`src/rtl/kudu_if_pkg.sv`:
```
// Shared fetch-side definitions: aligner state encoding, the RVC opcode marker
// and the boot address used by both the fetch unit and the aligner.
package kudu_if_pkg;

  typedef enum logic [1:0] {
    ALIGN_EMPTY = 2'b00,
    ALIGN_HALF  = 2'b01,
    ALIGN_SKIP  = 2'b10
  } if_align_state_e;

  localparam logic [1:0]  RvcOpcodeFull = 2'b11;
  localparam logic [31:0] BootAddr      = 32'h0000_0080;

  // A halfword starts a compressed instruction unless its low opcode bits are 2'b11.
  function automatic logic is_compressed(input logic [1:0] op);
    return op != RvcOpcodeFull;
  endfunction

endpackage

```
`src/rtl/if_aligner.sv`:
```
// Fetch-side aligner: turns 32-bit fetch words into whole RV32 instructions.
// Define IF_ALIGN_RVC_EN to support 16-bit compressed instructions.
module if_aligner
  import kudu_if_pkg::*;
(
  input  logic        clk_i,
  input  logic        rst_ni,
  input  logic        flush_i,
  input  logic [31:0] flush_pc_i,
  input  logic        fifo_valid_i,
  input  logic [31:0] fifo_data_i,
  input  logic        fifo_err_i,
  output logic        fifo_rdy_o,
  output logic        instr_valid_o,
  output logic [31:0] instr_o,
  output logic [31:0] instr_pc_o,
  output logic        instr_is_c_o,
  output logic        instr_err_o,
  input  logic        instr_rdy_i
);

  logic [31:1] pc_q, pc_d;

  assign instr_pc_o = {pc_q, 1'b0};

`ifdef IF_ALIGN_RVC_EN

  if_align_state_e state_q, state_d;
  logic [15:0]     res_q, res_d;
  logic            res_err_q, res_err_d;
  logic            unused_flush_pc;

  assign unused_flush_pc = flush_pc_i[0];

  // State, residue and PC registers.
  always_ff @(posedge clk_i or negedge rst_ni) begin
    if (!rst_ni) begin
      state_q   <= ALIGN_EMPTY;
      res_q     <= 16'h0000;
      res_err_q <= 1'b0;
      pc_q      <= BootAddr[31:1];
    end else begin
      state_q   <= state_d;
      res_q     <= res_d;
      res_err_q <= res_err_d;
      pc_q      <= pc_d;
    end
  end

  // Instruction selection, handshakes and next-state logic.
  always_comb begin
    state_d       = state_q;
    res_d         = res_q;
    res_err_d     = res_err_q;
    pc_d          = pc_q;
    instr_valid_o = 1'b0;
    fifo_rdy_o    = 1'b0;
    instr_o       = fifo_data_i;
    instr_is_c_o  = 1'b0;
    instr_err_o   = fifo_err_i;
    case (state_q)
      ALIGN_EMPTY: begin
        instr_valid_o = fifo_valid_i;
        fifo_rdy_o    = fifo_valid_i & instr_rdy_i;
        if (is_compressed(fifo_data_i[1:0])) begin
          instr_o      = {16'h0000, fifo_data_i[15:0]};
          instr_is_c_o = 1'b1;
          if (fifo_rdy_o) begin
            res_d     = fifo_data_i[31:16];
            res_err_d = fifo_err_i;
            state_d   = ALIGN_HALF;
          end else begin
            state_d   = ALIGN_EMPTY;
          end
        end else begin
          state_d = ALIGN_EMPTY;
        end
      end
      ALIGN_HALF: begin
        if (is_compressed(res_q[1:0])) begin
          // The residue is a full instruction on its own; the FIFO waits.
          instr_valid_o = 1'b1;
          instr_o       = {16'h0000, res_q};
          instr_is_c_o  = 1'b1;
          instr_err_o   = res_err_q;
          if (instr_rdy_i) begin
            state_d = ALIGN_EMPTY;
          end else begin
            state_d = ALIGN_HALF;
          end
        end else begin
          instr_valid_o = fifo_valid_i;
          fifo_rdy_o    = fifo_valid_i & instr_rdy_i;
          instr_o       = {fifo_data_i[15:0], res_q};
          instr_err_o   = res_err_q | fifo_err_i;
          if (fifo_rdy_o) begin
            res_d     = fifo_data_i[31:16];
            res_err_d = fifo_err_i;
          end else begin
            res_d     = res_q;
          end
        end
      end
      ALIGN_SKIP: begin
        fifo_rdy_o = 1'b1;
        if (fifo_valid_i) begin
          res_d     = fifo_data_i[31:16];
          res_err_d = fifo_err_i;
          state_d   = ALIGN_HALF;
        end else begin
          state_d   = ALIGN_SKIP;
        end
      end
      default: begin
        state_d = ALIGN_EMPTY;
      end
    endcase

    if (instr_valid_o && instr_rdy_i) begin
      pc_d = pc_q + (instr_is_c_o ? 31'd1 : 31'd2);
    end else begin
      pc_d = pc_q;
    end

    // A redirect overrides any handshake computed above.
    if (flush_i) begin
      instr_valid_o = 1'b0;
      fifo_rdy_o    = 1'b0;
      pc_d          = flush_pc_i[31:1];
      state_d       = flush_pc_i[1] ? ALIGN_SKIP : ALIGN_EMPTY;
      res_d         = 16'h0000;
      res_err_d     = 1'b0;
    end else begin
      res_err_d     = res_err_d;
    end
  end

`else

  logic unused_flush_pc;

  assign unused_flush_pc = ^flush_pc_i[1:0];

  // PC register; without RVC every fetch word is one instruction.
  always_ff @(posedge clk_i or negedge rst_ni) begin
    if (!rst_ni) begin
      pc_q <= BootAddr[31:1];
    end else begin
      pc_q <= pc_d;
    end
  end

  // Pass-through of whole words with PC tracking.
  always_comb begin
    instr_o       = fifo_data_i;
    instr_is_c_o  = 1'b0;
    instr_err_o   = fifo_err_i;
    instr_valid_o = fifo_valid_i & ~flush_i;
    fifo_rdy_o    = fifo_valid_i & instr_rdy_i & ~flush_i;
    pc_d          = pc_q;
    if (flush_i) begin
      pc_d = {flush_pc_i[31:2], 1'b0};
    end else if (fifo_rdy_o) begin
      pc_d = pc_q + 31'd2;
    end else begin
      pc_d = pc_q;
    end
  end

`endif

endmodule

```
`config.mk`:
```
export PLATFORM = sky130hd
export DESIGN_NAME = if_aligner
export DESIGN_NICKNAME = d
export VERILOG_FILES = /design/src/rtl/kudu_if_pkg.sv /design/src/rtl/if_aligner.sv
export SDC_FILE = /design/constraint.sdc
export NUM_CORES = 1
export LEC_CHECK = 0
export ABC_AREA = 1
export BUFFER_PORTS_ARGS = -buffer_cell sky130_fd_sc_hd__buf_2
export CAP_MARGIN = 20
export CORE_UTILIZATION = 40
export DETAILED_ROUTE_END_ITERATION = 16
export PLACE_DENSITY = 0.74
export SLEW_MARGIN = 15
export SYNTH_ARGS = -nofsm -noshare
export SYNTH_HDL_FRONTEND = slang
export SYNTH_SLANG_ARGS = --single-unit
```
`constraint.sdc`:
```
create_clock -name clk_i -period 1.5 [get_ports clk_i]
set_input_delay 0.225 -clock clk_i [delete_from_list [all_inputs] [get_ports clk_i]]
set_output_delay 0.225 -clock clk_i [all_outputs]
set_load 0.005 [all_outputs]
```
After elaboration in Yosys (flattened, before gate mapping)
Index checks and enable logic that the tools add are counted.

word-level totals
  register bits after elaboration = 31
  bits of input ports = 70
  output and inout port bits = 68

cells by class
  add/sub/neg operators = 1
  muxes and demuxes = 2
  bitwise logic cells = 4
  reductions and logical operators = 1

operators with widths
  cell                                                             count
  31-bit 2-to-1 mux                                                2
  31-bit by 2-bit adder with 31-bit output, second input constant  1
  1-bit AND                                                        3
  2-bit nonzero test                                               1
  1-bit NOT                                                        1

Longest topological paths before layout
Gate-level depths: netlist (run 1).

  depth after elaboration = 4
  depth in mapped cells = 10

Worst setup path after synthesis (run 1)
Ideal clock, no wire load.

  kind = register -> register
  start point = reg pc_q[2] (netlist name)
  end point = reg pc_q[22] (netlist name)
  setup time = 124 ps
  arrival time = 1323 ps
  data required time = 1376 ps
  setup slack = 53 ps
  stages on the path, launching flop included = 11
  buffers on the path = 0
  period minus slack after synthesis = 1447 ps
  cells stage by stage = dfrtp_1 ha_1 nand2_1 nor2_2 nand2_4 nor2_4 nand2_1 nand2_1 nand2_1 nand2_1 nand3_1

between the ends
  longest elaborated chain between the ends = 3

RTL lines
  element                                   line               RTL
  start: declaration                        if_aligner.sv:22   logic [31:1] pc_q, pc_d;
  start signal: assignment                  if_aligner.sv:147  pc_q <= BootAddr[31:1];
  start signal: assignment                  if_aligner.sv:149  pc_q <= pc_d;
  31-bit by 2-bit adder with 31-bit output  if_aligner.sv:164  pc_d = pc_q + 31'd2;
  31-bit 2-to-1 mux                         if_aligner.sv:163  end else if (fifo_rdy_o) begin
  31-bit 2-to-1 mux                         if_aligner.sv:161  if (flush_i) begin

Every way passes these cells. The select of a mux whose other input is x is not followed.
A chain may end at the register's enable or synchronous reset.

Final worst setup path (run 1)
  start point = reg pc_q[6] (netlist name)
  end point = reg pc_q[15] (netlist name)

The elaborated chain is that of the path after synthesis.

==> metrics.txt, run 1 <==
min-delay worst type=input pin to async pin; Pleak=about 1.4 nW; Crit Path Max Fanout=6; Root Buffer=clkbuf_8; top-count cell post-synth=nand2_1; GRT Overall Usage=a little over a fifth; average size of a mapped cell=6.451 um^2; Overflow after GRT=0; drt via density=around 4.9; Worst EP arrival=about 1.7 ns; Reg clk slew, reported paths=0.07 ns; Startpoint Class=register; dpl cells=485; Finished Core Util=50.85%; starting density of the core=42.54%; Setup Slack @ Placement=0.02424 ns; Die H=79.46 um; RSZ-0062 raised after global routing=yes; Synth area leaders=dfrtp_1 30%, nand2_1 23%, buf_4 11%; FF-to-FF path depth=7; worst vdd ir=0.3607 mV; CTS H-tree depth=2; final setup violation count=0; die area=around 0.0063 mm^2; antenna violations before repair=0; DRT antenna net count=0; Num Clock Sinks=30; max frequency=around 0.67 GHz; Power Density=808.2 mW/mm^2; Worst Max-Slew Pin Slew=a little under 0.7 ns; CTS buffer count=5; # DRC=0; nets=between 400 and 500; core area=roughly 0.0056 mm^2; Synth Register Bits=30; largest net degree at the start of global routing=31; Req. time, crit path=roughly 1.7 ns; vias in the first global route=2,219; reg2reg end=pc_q[15]; outcome=complete, but fails checks; CP delay by family, top=simple AND/OR/NAND/NOR gates; Layout Area Growth over Synthesis=19.55%; failing checks=negative hold slack; Rows=27; Critical Path Sink Type=register; CP startpoint=pc_q[6]; Final Cell Area=approximately 0.0029 mm^2; TritonRoute pass-1 iters=4; Mapped Area=0.002400 mm^2; Setup TNS=0 ns; worst setup path end=pc_q[15]; dpl cell area=0.002648 mm^2; Die X-Extent=79.46 um; initial drt markers=~180; Primary FF master, synth=dfrtp_1; Slew Limit Fails=0; synth cell count leaders=146 x nand2_1, 42 x nor2_1, 38 x nand3_1; Seq/Total Area, Yosys=roughly a third; Tmin final=between 1 and 1.5 ns; largest reg by FF count=pc_q; WS Path Type=register to register; period utilization=98.82%; Skew-Pair Late Insertion Delay=0.29 ns; slew margin rel.=54.32%; Synth async-reset ratio=100.0%; hold_buf cts=0; Crit-path slowest cell=dfrtp_2; WL final=6362 um; Non-Filler Instances=495; Top Ports=roughly 140; port buffer count=66; CTS tree=built; final worst slack=between 0.015 and 0.02 ns; FF-to-FF Start=pc_q[6]; Synth Instances=approximately 370; Design Power=2.319 mW; post-synth cell types=27; max reg flops=30; Reg2Reg Setup Slack=0.02 ns; Routed wire per std cell=12.85 um; Max Cap Violations=0; layout cells sized above 1=32.86%; CP dominant cell by count=nand2_1; Ys Warns=0; EDFF count, synth=0; endpoints failing hold=29; Hold WS=-0.02686 ns; CTS Buffer Depth=2; routed vias=approximately 2,400; first-pass GRT wire length=10,310 um; GP Congestion=0.8863; clock skew=0.01026 ns; ant diodes=0; CP Cell Sequence=nand2_1, nor2_2, nand2_1, nor2_4, xor2_1, nand2_1, nand3_1; Top Registers=pc_q x30; instance count on the critical path=7; hpwl dp=4779 um; top-area cell type share of the netlist area=30.24%; Synth area leader=dfrtp_1; FILL cells=between 500 and 600; slowest stage delay, CP=0.42 ns; CP bufs+invs=0
## layer usage
layer  vias up  share of wire, %  track usage (%)
li1       1226                 -                -
met1      1112                45            28.37
met2        90                46            33.68
met3        13               7.0            4.457
met4         0               1.5            6.909
met5         -                 0                0
## repair_timing
item / CTS / global route
setup endpoints to repair: 2 / 20
pin swaps: 2 / 11
buffers inserted: 2 / 0
resized for setup: 3 / 37
endpoints found under the hold margin: 0 / 0
## final cells by class
type / count / area (um^2) / area share, %
tap: 72 / 90.09 / 3.140
timing repair buffer: 85 / 473.0 / 16.48
clock buffer: 7 / 86.33 / 3.009
multi-input combinational: 278 / 1370 / 47.75
sequential: 30 / 762.0 / 26.56
inverter: 22 / 82.58 / 2.878
clock inverter: 1 / 5.005 / 0.1744
## power breakdown
part	switching (mW)	total [mW]	internal, mW
logic	0.328	0.595	0.267
registers	0.129	1.03	0.905
clock network	0.320	0.690	0.370
total	0.777	2.32	1.54
## worst min path at each step
stage               end    from  slack [ns]  cells past startpoint
2_1_floorplan  pc_q[10]  rst_ni       -0.07                      0
3_3_place_gp   pc_q[17]  rst_ni        0.30                      1
3_5_place_dp   pc_q[17]  rst_ni        0.31                      1
4_1_cts         pc_q[6]  rst_ni       0.002                      1
6_report        pc_q[4]  rst_ni       -0.03                      1
5_1_grt        pc_q[17]  rst_ni        0.04                      1
## logic make-up (layout without fill, tap and decap cells)
kind of cell	Yosys count	after routing	share of synthesized area, %
xor+xnor	11	11	4.015
other cells	1	3	0.1563
compound gates	19	19	4.589
simple gates	244	244	43.12
fa+ha+maj	1	1	0.5213
buf+inv	66	115	16.27
flops	30	30	31.34
## cell usage in the layout (no fill, tap or decap), types with 6 or more instances in the layout
master,n
nand3_1,35
dfrtp_1,21
nor2_2,9
inv_1,20
nor2_1,31
nand2_1,138
nor2_4,11
dfrtp_2,8
buf_4,19
buf_2,66
o21ai_0,8
clkbuf_8,6
xor2_1,8
nand2_2,10
## worst reg2reg max path, delay by kind of cell, from the launching register on
kind	cells	cell delay (ns)
simple gates	6	0.79
flops	1	0.42
xor+xnor	1	0.19
Power figures use the tool's default switching activity.
==> inputs of run 2 (changes only) <==
ABC_AREA = default   (was 1)
PLACE_DENSITY = 0.78   (was 0.74)
==> metrics.txt, run 2 <==
Compound-Gate Fraction of Synth Area=roughly 13%; Mapped Area=0.002036 mm^2; EDFF count, synth=0; average size of a mapped cell=about 8.3 um^2; Synth async-reset ratio=100.0%; layout cells sized above 1=46.04%; largest net degree at the start of global routing=31; Synth Area in XOR/XNOR=between 4 and 5%; worst vdd ir=0.3911 mV; commonest non-fill, non-tap cell in the layout=buf_2; Overflow after GRT=0; Synth Register Bits=30; Synth Area in Adders=0.6146%; outcome=complete, but fails checks; DRT antenna net count=0; WL final=5649 um; Ys Warns=0; Setup TNS=-8.912 ns; post-synth cell types=33; slew margin rel.=53.70%; nets=398; Synth area leaders=dfrtp_1 36%, buf_4 13%, or4_1 6.6%; core area=0.004817 mm^2; Setup Slack @ Placement=-0.5200 ns; final setup violation count=20; Die H=between 70 and 80 um; CTS tree=built; starting density of the core=42.26%; Worst Max-Slew Pin Slew=0.6945 ns; # DRC=0; Layout Area Growth over Synthesis=36.45%; max reg flops=30; hpwl dp=around 4100 um; clock skew=~0.0061 ns; Non-Filler Instances=395; Synth Instances=244; synth cell count leaders=36 x buf_4, 29 x dfrtp_1, 28 x nand2_1; routed vias=2,111; Max Cap Violations=0; Pleak=about 1.3 nW; die area=0.005379 mm^2; Post-Synth Simple-Gate Area=between 20% and 30%; Top Registers=pc_q x30; antenna violations before repair=0; Startpoint Class=register; dpl cells=380; Primary FF master, synth=dfrtp_1; final worst slack=-0.5387 ns; Reg power frac=43.8%; Routed wire per std cell=14.30 um; Crit-path slowest cell=or4_4; period utilization=135.9%; Comb pwr share=26.5%; Req. time, crit path=1.70 ns; main combinational cell family by area after synthesis=simple AND/OR/NAND/NOR gates; Reg clk slew, reported paths=0.07 ns; Root Buffer=clkbuf_8; largest reg by FF count=pc_q; initial drt markers=141; top-count cell post-synth=buf_4; CP Cell Sequence=ha_2, nand3_2, or4_4, buf_6, or4_4, a31oi_1; Finished Core Util=57.66%; min-delay worst type=input pin to async pin; Tmin final=just over 2 ns; WS Path Type=register to register; failing checks=negative hold slack, negative setup slack; Worst EP arrival=2.24 ns; slowest stage delay, CP=0.59 ns; Num Clock Sinks=30; hold_buf cts=0; Power Density=765.4 mW/mm^2; drt via density=5.344; Die X-Extent=73.34 um; CTS H-tree depth=2; CP dominant cell by count=or4_4; Skew-Pair Late Insertion Delay=0.28 ns; Top Ports=approximately 140; RSZ-0062 raised after global routing=yes; Seq/Total Area, Yosys=a little under two fifths; top-area cell type share of the netlist area=a little over a third; TritonRoute pass-1 iters=4; Psw=0.6310 mW; multiplexer area fraction after synthesis=0.4917%; port buffer count=66; Net Sw Frac=29.68%; Design Power=2.126 mW; Synth area leader=dfrtp_1; max frequency=0.4905 GHz; Critical Path Sink Type=register; first-pass GRT wire length=just under 9000 um; Hold WS=-0.01793 ns; Clock power frac=29.8%; FILL cells=459; ant diodes=0; CTS buffer count=5; GP Congestion=0.8326; vias in the first global route=1,989; Rows=25; GRT Overall Usage=between 20% and 30%; Crit Path Max Fanout=7; most frequent cells in the layout=66 x buf_2, 52 x buf_4, 29 x dfrtp_1; Slew Limit Fails=0; Internal=1.495 mW; CTS Buffer Depth=2; endpoints failing hold=29
## run 2: cell count changes in the layout (fill, tap and decap cells not counted), sizes merged, moves of 5 or more
cell / delta
buf: +39
xor2: -5
nand4: +7
nor2: -37
a31oi: +8
and3: +5
o21ai: +5
nand3: -16
or4: +18
o31ai: +7
inv: -18
nand2: -122
## run 2: per-stage QoR
step / hold slack [ns] / instance area [um^2]
finish: -0.01793 / 2778
CTS: 0.002789 / 2675
floorplan: -0.07059 / 2108
global placement: 0.2965 / 2554
global route: 0.03247 / 2778
detailed placement: 0.3073 / 2554
## run 2: power groups by stage
| stage | clock network (mW) | registers, mW | logic, mW |
|---|---|---|---|
| final | 0.633 | 0.931 | 0.563 |
| after global routing | 0.684 | 0.941 | 0.625 |
| after detailed placement | 0 | 0.944 | 0.545 |
| after floorplan | 0 | 0.990 | 0.256 |
| after CTS | 0.641 | 0.930 | 0.548 |
| after global placement | 0 | 0.941 | 0.533 |
## run 2: per-layer routing
layer	global-route usage (%)	share of wire, %
met1	26.40	43
met2	36.63	48
met3	5.487	8.1
met4	5.342	0.74
met5	0	0
## run 2: worst paths after layout
kind	from	end	slack [ns]	depth (start not counted)
worst max-delay path	pc_q[2]	pc_q[20]	-0.54	6
worst min-delay path	rst_ni	pc_q[14]	-0.02	1
worst max register to register	pc_q[2]	pc_q[20]	-0.54	6
worst min register to register	pc_q[30]	pc_q[30]	0.63	2
max in group asynchronous	rst_ni	pc_q[30]	1.07	1
min in group clk_i	flush_pc_i[4]	pc_q[4]	0.15	3
## run 2: critical path: cells and delay by family (launching register included)
kind                       cells  cell delay [ns]
AOI/OAI and AO/OA              1             0.18
adders and majority gates      1             0.19
buffers and inverters          1             0.17
DFF                            1             0.36
and+or+nand+nor                3             1.06
## run 2: cells by family after synthesis
| logic type | count (synthesis) |
|---|---|
| buf+inv | 55 |
| mux | 1 |
| fa+ha+maj | 1 |
| xor+xnor | 10 |
| compound gates | 40 |
| other cells | 1 |
| flops | 30 |
| simple gates | 106 |
## run 2: area by class of cell
type	instances	area [um^2]	share of cell area, %
clock buffer	8	80.08	2.883
inverter	5	18.77	0.6757
multi-input combinational	161	1055	37.97
sequential	30	752.0	27.07
tap	67	83.83	3.018
timing repair buffer	124	788.3	28.38
## run 2: what timing repair did
item                                    4_1_cts  5_1_grt
pin swaps                                     1       19
gates resized for setup                       3       23
endpoints found under the setup margin       20       21
hold endpoints to repair                      0        0
buffers inserted                              4        4
==> inputs of run 3 (changes only) <==
RECOVER_POWER = 100   (was default)
==> metrics.txt, run 3 (synthesis results as in run 2) <==
GRT Overall Usage=between 20% and 30%; WS Path Type=register to register; Crit Path Max Fanout=7; Setup Slack @ Placement=-0.5200 ns; first-pass GRT wire length=8880 um; Design Power=2.073 mW; failing checks=negative setup slack; hpwl dp=4052 um; largest net degree at the start of global routing=31; starting density of the core=42.26%; min-delay worst type=input pin to async pin; Startpoint Class=register; max reg flops=30; initial drt markers=133; Slew Limit Fails=0; Power Density=772.3 mW/mm^2; hold_buf cts=0; dpl cells=380; Non-Filler Instances=395; FF-to-FF path depth=5; antenna violations before repair=0; CTS H-tree depth=2; worst vdd ir=0.3891 mV; outcome=complete, but fails checks; largest reg by FF count=pc_q; routed vias=2,099; Num Clock Sinks=30; ant diodes=0; commonest non-fill, non-tap cell in the layout=buf_2; Top Registers=pc_q x30; Reg clk slew, reported paths=0.07 ns; CTS Buffer Depth=2; port buffer count=66; nets=398; Layout Area Growth over Synthesis=31.84%; # DRC=0; CTS buffer count=5; Req. time, crit path=1.70 ns; Reg2Reg Setup Slack=-0.53 ns; Skew-Pair Late Insertion Delay=0.28 ns; most frequent cells in the layout=63 x buf_2, 29 x dfrtp_1, 28 x nand2_1, 28 x clkbuf_1, 27 x buf_4; GP Congestion=0.8326; Die X-Extent=73.34 um; multi-input logic area=approximately 0.0011 mm^2; Root Buffer=clkbuf_8; clock skew=0.005729 ns; Overflow after GRT=0; Die H=73.34 um; drt via density=5.314; max frequency=0.4914 GHz; RSZ-0062 raised after global routing=yes; Rows=25; Max Cap Violations=0; Critical Path Sink Type=register; FILL cells=492; slew margin rel.=approximately half; CTS tree=built; vias in the first global route=1,989; FF-to-FF Start=pc_q[7]; Worst Max-Slew Pin Slew=0.7650 ns; endpoints failing hold=0; final worst slack=-0.5350 ns; final setup violation count=20; Sequential Area=between 700 and 800 um^2; period utilization=135.7%; die area=about 0.0054 mm^2; WL final=roughly 5600 um; Top Ports=138; core area=0.004817 mm^2; Pleak=1.200 nW; Worst EP arrival=2.24 ns; DRT antenna net count=0; layout cells sized above 1=38.41%; Routed wire per std cell=roughly 14 um; TritonRoute pass-1 iters=4; Tmin final=just over 2 ns; reg2reg end=pc_q[20]
==> run 3: stage by stage <==
| step | cell area, um^2 | setup TNS, ns | utilization [%] | hold slack, ns |
|---|---|---|---|---|
| 2_1_floorplan | 2108 | -6.994 | - | -0.07059 |
| 3_3_place_gp | 2554 | -7.718 | 53.01 | 0.2965 |
| 3_5_place_dp | 2554 | -8.594 | 53.01 | 0.3073 |
| 4_1_cts | 2675 | -8.785 | 55.53 | 0.002789 |
| 5_1_grt | 2684 | -10.51 | 55.71 | 0.06513 |
| 6_report | 2684 | -8.916 | 55.71 | 0.004048 |
==> run 3: final cells by class <==
type	instances	area share (%)
multi-input combinational	161	39.30
timing repair buffer	124	25.87
clock buffer	8	2.984
sequential	30	28.02
tap	67	3.124
inverter	5	0.6993
==> run 3: worst max-delay path, stage by stage, from the launching register on <==
cell	delay, ns
dfstp_2	0.53
nand4_1	0.14
or4_4	0.53
buf_6	0.17
or4_4	0.41
a31oi_1	0.17
==> run 3: worst max path at each step <==
stage            start       end  slack, ns  cells past startpoint
3_5_place_dp   pc_q[7]  pc_q[26]      -0.52                      5
2_1_floorplan  pc_q[7]  pc_q[27]      -0.47                      5
3_3_place_gp   pc_q[7]  pc_q[26]      -0.47                      5
5_1_grt        pc_q[7]  pc_q[25]      -0.61                      6
4_1_cts        pc_q[7]  pc_q[17]      -0.51                      4
6_report       pc_q[7]  pc_q[20]      -0.53                      5
==> run 3: timing repair <==
action,4_1_cts,5_1_grt
buffers inserted,4,4
pin swaps,1,19
gates resized for setup,3,23
hold endpoints to repair,0,0
setup endpoints to repair,20,21
==> run 3: report_power, final <==
group | total [mW] | switching, mW | leakage [nW] | internal, mW
clock | 0.634 | 0.304 | 0.0395 | 0.329
combinational | 0.509 | 0.282 | 0.806 | 0.227
sequential | 0.930 | 0.0436 | 0.354 | 0.886
total | 2.07 | 0.631 | 1.20 | 1.44
==> run 3: per-layer routing <==
metal	GRT usage (%)	share of wire (%)	up-vias
met5	0	0	-
met4	5.342	0.97	0
met3	5.487	7.4	10
met2	36.63	48	80
met1	26.40	44	988
li1	-	-	1021
